===== config.mk =====
export PLATFORM = sky130hd
export DESIGN_NAME = ldm_stm_sequencer
export DESIGN_NICKNAME = d
export VERILOG_FILES = /design/src/rtl/ldm_stm_sequencer.sv
export SDC_FILE = /design/constraint.sdc
export NUM_CORES = 1
export LEC_CHECK = 0
export CORE_ASPECT_RATIO = 0.75
export CORE_MARGIN = 5
export CORE_UTILIZATION = 48
export CTS_CLUSTER_DIAMETER = 200
export CTS_CLUSTER_SIZE = 12
export DETAILED_ROUTE_END_ITERATION = 8
export PLACE_DENSITY = 0.85
export SYNTH_ARGS = -nofsm -noshare
export SYNTH_HDL_FRONTEND = slang
export SYNTH_SLANG_ARGS = --single-unit

===== constraint.sdc =====
create_clock -name clk -period 14.12 [get_ports clk]
set_input_delay 2.824 -clock clk [delete_from_list [all_inputs] [get_ports clk]]
set_output_delay 2.824 -clock clk [all_outputs]
set_load 0.05 [all_outputs]

===== src/rtl/ldm_stm_sequencer.sv =====
`default_nettype none
// ============================================================================
//  Module   : ldm_stm_sequencer
//  Purpose  : LDM/STM multi-register transfer engine; walks a register list,
//             one memory word per handshake, with optional base writeback.
//  Revision : 1.0 - initial release
// ============================================================================
module ldm_stm_sequencer #(
    parameter int WORD_SIZE  = 32,
    parameter int NUM_REGS   = 16,
    parameter int ADDR_WIDTH = 4
) (
    input  logic                  clk,
    input  logic                  reset,
    input  logic                  start,
    input  logic                  is_load,
    input  logic                  up,
    input  logic                  pre,
    input  logic                  wback,
    input  logic [ADDR_WIDTH-1:0] base_reg,
    input  logic [WORD_SIZE-1:0]  base_addr,
    input  logic [NUM_REGS-1:0]   reg_list,
    output logic                  busy,
    output logic                  done,
    output logic [ADDR_WIDTH-1:0] rf_rd_reg,
    input  logic [WORD_SIZE-1:0]  rf_rd_data,
    output logic                  rf_wr_en,
    output logic [ADDR_WIDTH-1:0] rf_wr_reg,
    output logic [WORD_SIZE-1:0]  rf_wr_data,
    output logic                  mem_req,
    output logic                  mem_we,
    output logic [WORD_SIZE-1:0]  mem_addr,
    output logic [WORD_SIZE-1:0]  mem_wdata,
    input  logic [WORD_SIZE-1:0]  mem_rdata,
    input  logic                  mem_ack
);

    localparam int                   CNT_W       = ADDR_WIDTH + 1;
    localparam logic [WORD_SIZE-1:0] c_word_step = WORD_SIZE'(WORD_SIZE / 8);

    typedef enum logic [1:0] {
        S_IDLE  = 2'd0,
        S_XFER  = 2'd1,
        S_DRAIN = 2'd2,
        S_WB    = 2'd3
    } state_t;

    state_t r_state, w_state_next;

    logic [NUM_REGS-1:0]   r_list;
    logic                  r_is_load;
    logic                  r_wback;
    logic                  r_base_in_list;
    logic [ADDR_WIDTH-1:0] r_base_reg;
    logic [WORD_SIZE-1:0]  r_addr;
    logic [WORD_SIZE-1:0]  r_final;
    logic                  r_done;
    logic                  r_ld_wr_en;
    logic [ADDR_WIDTH-1:0] r_ld_reg;
    logic [WORD_SIZE-1:0]  r_ld_data;

    logic [CNT_W-1:0]      w_count;
    logic [WORD_SIZE-1:0]  w_span;
    logic [WORD_SIZE-1:0]  w_start_addr;
    logic [WORD_SIZE-1:0]  w_final_addr;
    logic [ADDR_WIDTH-1:0] w_cur;
    logic [NUM_REGS-1:0]   w_list_rest;
    logic                  w_ack;
    logic                  w_wb_en;
    logic                  w_done_next;

    always_comb begin
        w_count = '0;
        for (int i = 0; i < NUM_REGS; i++) begin
            w_count = w_count + CNT_W'(reg_list[i]);
        end
    end

    assign w_span       = WORD_SIZE'(w_count) * c_word_step;
    assign w_final_addr = up ? (base_addr + w_span) : (base_addr - w_span);
    assign w_start_addr = up ? (pre ? base_addr + c_word_step : base_addr)
                             : (pre ? base_addr - w_span
                                    : base_addr - w_span + c_word_step);

    // Lowest set bit goes first so the lowest register lands at the lowest address
    always_comb begin
        w_cur = '0;
        for (int i = NUM_REGS - 1; i >= 0; i--) begin
            if (r_list[i]) begin
                w_cur = ADDR_WIDTH'(i);
            end
        end
    end

    assign w_list_rest = r_list & ~(NUM_REGS'(1) << w_cur);
    assign w_ack       = (r_state == S_XFER) && mem_ack;
    assign w_wb_en     = r_wback && !(r_is_load && r_base_in_list);

    always_ff @(posedge clk) begin
        if (reset) begin
            r_state <= S_IDLE;
        end else begin
            r_state <= w_state_next;
        end
    end

    always_comb begin
        w_state_next = r_state;
        w_done_next  = 1'b0;
        busy         = (r_state != S_IDLE);
        done         = r_done;
        mem_req      = 1'b0;
        mem_we       = 1'b0;
        mem_addr     = '0;
        mem_wdata    = '0;
        rf_rd_reg    = '0;
        rf_wr_en     = 1'b0;
        rf_wr_reg    = '0;
        rf_wr_data   = '0;
        case (r_state)
            S_IDLE: begin
                if (start) begin
                    if (reg_list == '0) begin
                        w_done_next = 1'b1;
                    end else begin
                        w_state_next = S_XFER;
                    end
                end
            end
            S_XFER: begin
                mem_req   = 1'b1;
                mem_we    = !r_is_load;
                mem_addr  = r_addr;
                rf_rd_reg = w_cur;
                mem_wdata = r_is_load ? '0 : rf_rd_data;
                if (mem_ack && (w_list_rest == '0)) begin
                    w_state_next = S_DRAIN;
                end
            end
            S_DRAIN: begin
                w_state_next = S_WB;
            end
            S_WB: begin
                w_state_next = S_IDLE;
                w_done_next  = 1'b1;
            end
            default: begin
                w_state_next = S_IDLE;
            end
        endcase
        // Load write-back and base write-back never overlap: WB follows DRAIN
        if (r_ld_wr_en) begin
            rf_wr_en   = 1'b1;
            rf_wr_reg  = r_ld_reg;
            rf_wr_data = r_ld_data;
        end else if ((r_state == S_WB) && w_wb_en) begin
            rf_wr_en   = 1'b1;
            rf_wr_reg  = r_base_reg;
            rf_wr_data = r_final;
        end
    end

    always_ff @(posedge clk) begin
        if (reset) begin
            r_list         <= '0;
            r_is_load      <= 1'b0;
            r_wback        <= 1'b0;
            r_base_in_list <= 1'b0;
            r_base_reg     <= '0;
            r_addr         <= '0;
            r_final        <= '0;
            r_done         <= 1'b0;
            r_ld_wr_en     <= 1'b0;
            r_ld_reg       <= '0;
            r_ld_data      <= '0;
        end else begin
            r_done     <= w_done_next;
            r_ld_wr_en <= w_ack && r_is_load;
            if (w_ack) begin
                r_ld_reg  <= w_cur;
                r_ld_data <= mem_rdata;
            end
            if ((r_state == S_IDLE) && start) begin
                r_list         <= reg_list;
                r_is_load      <= is_load;
                r_wback        <= wback;
                r_base_reg     <= base_reg;
                r_base_in_list <= reg_list[base_reg];
                r_addr         <= w_start_addr;
                r_final        <= w_final_addr;
            end else if (w_ack) begin
                r_list <= w_list_rest;
                r_addr <= r_addr + c_word_step;
            end
        end
    end

endmodule
`default_nettype wire


After elaboration in Yosys (flattened, before gate mapping) --
Cells that the tools add are included.
Storage, ports and cells: logic and storage cells 102, memories 0, input port bits 124, register bits after elaboration 127, latch bits 0, RAM bits 0, output and inout bits 109, bits in read-only memories 0
Operators by class: divide/modulo/power cells 0, shift operators 1, reductions and logical operators 15, equal/unequal tests 6, order comparisons 1, mux-type cells 45, multiply operators 0, bitwise logic cells 2, $add $sub $neg 20
Operators with widths (number):
- two-way mux 32 bit | 11
- adder 32 x 3 -> 32 bit, second input constant | 3
- two-way mux 4 bit | 19
- adder 5 x 1 -> 5 bit | 11
- adder 32 x 7 -> 32 bit | 1
- logical NOT 16 bit | 2
- two-way mux 16 bit | 2
- subtractor 32 x 7 -> 32 bit | 1
- AND 16 bit | 1
- NOT 16 bit | 1
- left shift 1 x 4 -> 16 bit, first input constant | 1
- one-hot mux 2 bit (4 select lines) | 1
- logical AND 1 bit | 7
- two-way mux 1 bit | 7
- two-way mux 2 bit | 3
- adder 4 x 1 -> 5 bit | 1
- less-than comparator 4 x 5 -> 1 bit, second input constant | 1
- adder 3 x 1 -> 4 bit | 1
- binary-select mux 1 bit (select 4 bit) | 1
- == test 2 bit, second input constant | 2
- != test 2 bit, second input constant | 2
- nonzero test 2 bit | 2
- adder 2 x 1 -> 3 bit | 1
- AND reduction 3 bit | 1
- 6 further kinds | 7

Longest topological paths before layout --
depth after elaboration 23, depth in mapped cells 24, mapped depth without buffers 23

Worst setup path before layout --
OpenSTA, ideal clock, no wires.
path type in2reg, from input port reg_list[0], to register r_addr[20], path buffers 1, setup time 0.114 ns, data required time 14.006 ns, setup slack 5.726 ns, arrival time 8.280 ns, cell stages on the path 21, path through inv_1 > fa_1 > fa_1 > fa_1 > fa_1 > inv_1 > ha_1 > fa_1 > a21o_1 > and2_1 > ha_1 > nor3_1 > and2_1 > clkbuf_1 > o311ai_1 > a2111oi_4 > and2_1 > nand4b_2 > xnor2_1 > nor3_1 > a2111oi_0
Between the ends: word-level cells in the longest chain between the ends 20
Ends and longest elaborated chain:
- start, declared | RTL line 22 | input logic [NUM_REGS-1:0] reg_list,
- adder 1 x 1 -> 2 bit * | RTL line 75 | w_count = w_count + CNT_W'(reg_list[i]);
- adder 2 x 1 -> 3 bit * | RTL line 75
- adder 3 x 1 -> 4 bit * | RTL line 75
- adder 4 x 1 -> 5 bit * | RTL line 75
- adder 5 x 1 -> 5 bit * (11 in series) | RTL line 75
- subtractor 32 x 7 -> 32 bit * | RTL line 82, 83
- adder 32 x 3 -> 32 bit | RTL line 83 | : base_addr - w_span + c_word_step);
- two-way mux 32 bit * | RTL line 82 | : (pre ? base_addr - w_span
- two-way mux 32 bit * | RTL line 81 | assign w_start_addr = up ? (pre ? base_addr + c_word_step : base_addr)
- two-way mux 32 bit * | RTL line 183 | if ((r_state == S_IDLE) && start) begin
- end signal, assigned | RTL line 189 | r_addr <= w_start_addr;
- end signal, assigned | RTL line 193 | r_addr <= r_addr + c_word_step;
- end, declared | RTL line 55 | logic [WORD_SIZE-1:0] r_addr;
Every way passes the cells marked *; elsewhere a longest branch is shown, timed or not. A chain may end at the register's enable or synchronous reset.

Final worst setup path --
from input port reg_list[0], to register r_addr[25]
Same word-level chain as after synthesis.

==> flow_summary.ini <==
[worst_setup_path]
crit_buf_inv = 3
crit_required_ns = 14.39
critPathMaxStageDelay_ns = 0.78
cpLargestDelayFamily = adder cells
crit_path_frequent_cell = fa_1
r2r_cells = 11
worstPathArrival_ns = 9.66
cp_slowest_cell = o311ai_2
reg2reg_slack_ns = 10.56
rr_startpoint = r_state[1]
cp_max_fo = 13
path_cells = clkdlybuf4s50_1, inv_1, fa_1, fa_1, fa_1, fa_1, inv_1, ha_1, fa_1, xor2_1, ha_1, nor2_1, o311ai_2, o2111ai_1, and3_1, a211oi_2, nand4b_2, nor3_1, xnor2_1, a21oi_1
startpoint_type = input port
cp-end-kind = flop
timing.rr.end = r_addr[20]
path_class = in2reg

[route]
wl_per_cell_um = 19.30
ant_nets = 0
drt_iter0_markers = 909
drc = 0
vias_per_cell = 5.887
dr.pass1.iters = 5
num_vias = 10809
wirelength_um = 35440

[hold_path]
hp-class = reg2reg
holdPathEnd = r_final[23]
min_path_cells = 2
hold_path.startpoint = r_final[23]

[synth]
syn_area_per_cell_um2 = 7.392
synth.top_cells.by_area = dfxtp_1 25%, nand2_1 7.8%, a21oi_1 6.1%
yosys_warnings = 0
ys_seq_area_share_pct = 25.00
yosysTopAreaCell = dfxtp_1
synth_edf_count = 0
ys_ff_latch = 127
synth_area_mm2 = 0.01017
ys_types = 84
postSynthCellCount = 1376
synthArstFlopShare_pct = 0
ys.flop_type = dfxtp_1
yosysTopAreaCellShare_pct = 25.00
syn_nets = 1537

[pwr]
combinationalPowerShare_pct = 55.6
cellPowerDensity_mw_per_mm2 = 165.6
pwr-share-clk_pct = 20.9
p_leak_nw = 4.694
power_mw = 2.178
p_int_mw = 1.151
switching_power_mw = 1.027
pwr-share-seq_pct = 23.5
ir_worst_vdd_v = 0.00008391
sw_frac_of_total_pct = 47.15

[die]
start_util_pct = 48.42
die_y_um = 136.1
die_x_um = 178.1
io_pins = 233
num_rows = 46
fp.coreArea_mm2 = 0.02101
die-area_mm2 = 0.02423

[sta]
finalHoldViolCount = 0
final.min_clock_period_ns = 9.394
final.period_utilization_pct = 66.53
rsz0062_at_grt = no
setup_viol = 0
fin_setup_tns_ns = 0
slew_violations = 0
fin_skew_ns = 0.01148
max_slew_margin_pct = 18.56
worst_slew_pin_slew_ns = 1.222
max_freq_ghz = 0.1064

[grt]
grt_start_max_net_pins = 80
grt_pass1_wl_um = 55460
grt_use_met2_pct = 47.54
antenna_found_initial = 0
grt_pass1_vias = 10473
grt_overflow_total = 0
grt_util_met1_pct = 35.83
grt.busiest_layer = met2
met3_usage_pct = 5.560
grtUsageTotal_pct = 28.47

[clock_network]
postCtsResizedCells = 0
hold_buffers = 0
cts_setup_buffers = 0
cts_sinks = 127
cts_tree = done
h-tree-depth = 4
clk_pin_slew_ns = 0.06
clock_path_buffers = 2
cts_root_buf = clkbuf_16
clk-insertion-delay-late_ns = 0.43
cts_buffers = 17

[outcome]
outcome = complete, no violations

[finish]
fillCellCount = 1858
reg_top3 = r_addr (32), r_final (32), r_ld_data (32)
antenna_cells = 0
finalNetCount = 1696
area_growth_pct = 29.28
drive_above_1_share_pct = 5.039

[placed_design]
place_congestion = 1.027
hpwl_um = 26660
port_buffers = 232

[job]
maxCapViolCount = 0
-- kinds of logic after synthesis --
family / after synthesis / share of synthesized area, %
and+or+nand+nor: 611 / 29.98
AOI/OAI and AO/OA: 277 / 17.43
buffers and inverters: 153 / 5.929
DFF: 127 / 25.00
xor gates and xnor gates: 115 / 9.977
muxes: 54 / 6.052
adders and majority gates: 39 / 5.634
-- power by group through the flow --
stage | clock network (mW) | logic, mW | registers [mW]
3_5_place_dp | 0 | 1.20 | 0.515
2_1_floorplan | 0 | 0.863 | 0.488
4_1_cts | 0.454 | 1.20 | 0.509
3_3_place_gp | 0 | 1.17 | 0.514
5_1_grt | 0.472 | 1.31 | 0.522
6_report | 0.454 | 1.21 | 0.513
-- worst max path at each step --
stage / startpoint / end / slack (ns) / depth (start not counted)
detailed placement: reg_list[0] / r_addr[25] / 4.46 / 20
floorplan: reg_list[0] / r_addr[20] / 5.73 / 21
CTS: reg_list[0] / r_addr[25] / 4.83 / 20
global route: reg_list[0] / r_addr[25] / 4.33 / 20
finish: reg_list[0] / r_addr[25] / 4.73 / 20
global placement: reg_list[0] / r_addr[25] / 4.58 / 20
-- layout by cell type (no fill, tap or decap), types with 4 or more instances in the layout --
cell | synthesis | layout
nand2_1 | 211 | 210
dfxtp_1 | 127 | 126
mux2i_1 | 48 | 48
nor2b_1 | 6 | 6
ha_1 | 25 | 25
a21oi_1 | 123 | 123
nand3_1 | 38 | 38
nor2_1 | 118 | 118
clkdlybuf4s50_1 | 0 | 230
or3_1 | 8 | 8
o21ai_0 | 31 | 31
buf_4 | 0 | 11
nor4b_1 | 6 | 5
nand3b_1 | 4 | 4
a211oi_1 | 21 | 21
or4_1 | 5 | 5
inv_1 | 51 | 51
mux4_2 | 6 | 6
xnor2_1 | 62 | 62
fa_1 | 12 | 12
nand2b_1 | 7 | 7
o22ai_1 | 4 | 4
xor2_1 | 52 | 52
o211ai_1 | 20 | 20
nand4_1 | 24 | 24
clkbuf_16 | 0 | 17
and2_1 | 80 | 79
and4_1 | 6 | 6
a31oi_1 | 12 | 11
nor4_1 | 17 | 17
o311ai_0 | 7 | 7
nor3_1 | 37 | 37
and3_1 | 21 | 21
a21o_1 | 11 | 11
-- routing by layer --
metal | vias up | routed length [um]
met4 | 0 | 1556
met1 | 5043 | 14290
met2 | 565 | 16440
met3 | 101 | 3152
met5 | - | 0
li1 | 5100 | -
-- tightest hold or removal path, stage by stage (launching register included) --
cell and delay, ns:
dfxtp_1 0.30, nand2_1 0.05, a21oi_1 0.05
-- metrics by stage --
stage | instances | hold WS (ns) | worst slack [ns] | area [um2] | utilization, %
after floorplan | 1376 | 0.4312 | 5.726 | 10170 | -
after detailed placement | 1804 | 0.4442 | 4.463 | 12540 | 59.71
after CTS | 1836 | 0.4502 | 4.832 | 13150 | 62.59
after global routing | 1836 | 0.4770 | 4.330 | 13150 | 62.59
final | 1836 | 0.4508 | 4.726 | 13150 | 62.59
after global placement | 1804 | 0.4401 | 4.579 | 12540 | 59.71
-- cell usage after synthesis, drive strengths merged, types with 32 or more instances --
master  instances
and2           81
xnor2          62
mux2i          48
nor2          119
nor3           38
clkbuf         75
o21ai          32
dfxtp         127
nand2         211
xor2           53
inv            51
a21oi         123
nand3          38
-- layout make-up --
type / count / area, um2 / area share (%)
multi-input cells: 1096 / 7058 / 53.68
flip-flops and latches: 127 / 2544 / 19.35
repair buffers: 242 / 2390 / 18.17
clock buffers: 19 / 442.9 / 3.369
well taps: 288 / 360.3 / 2.741
inverters: 51 / 191.4 / 1.456
clock inverters: 13 / 162.7 / 1.237
Note: power is estimated with default switching activity, not from simulation.
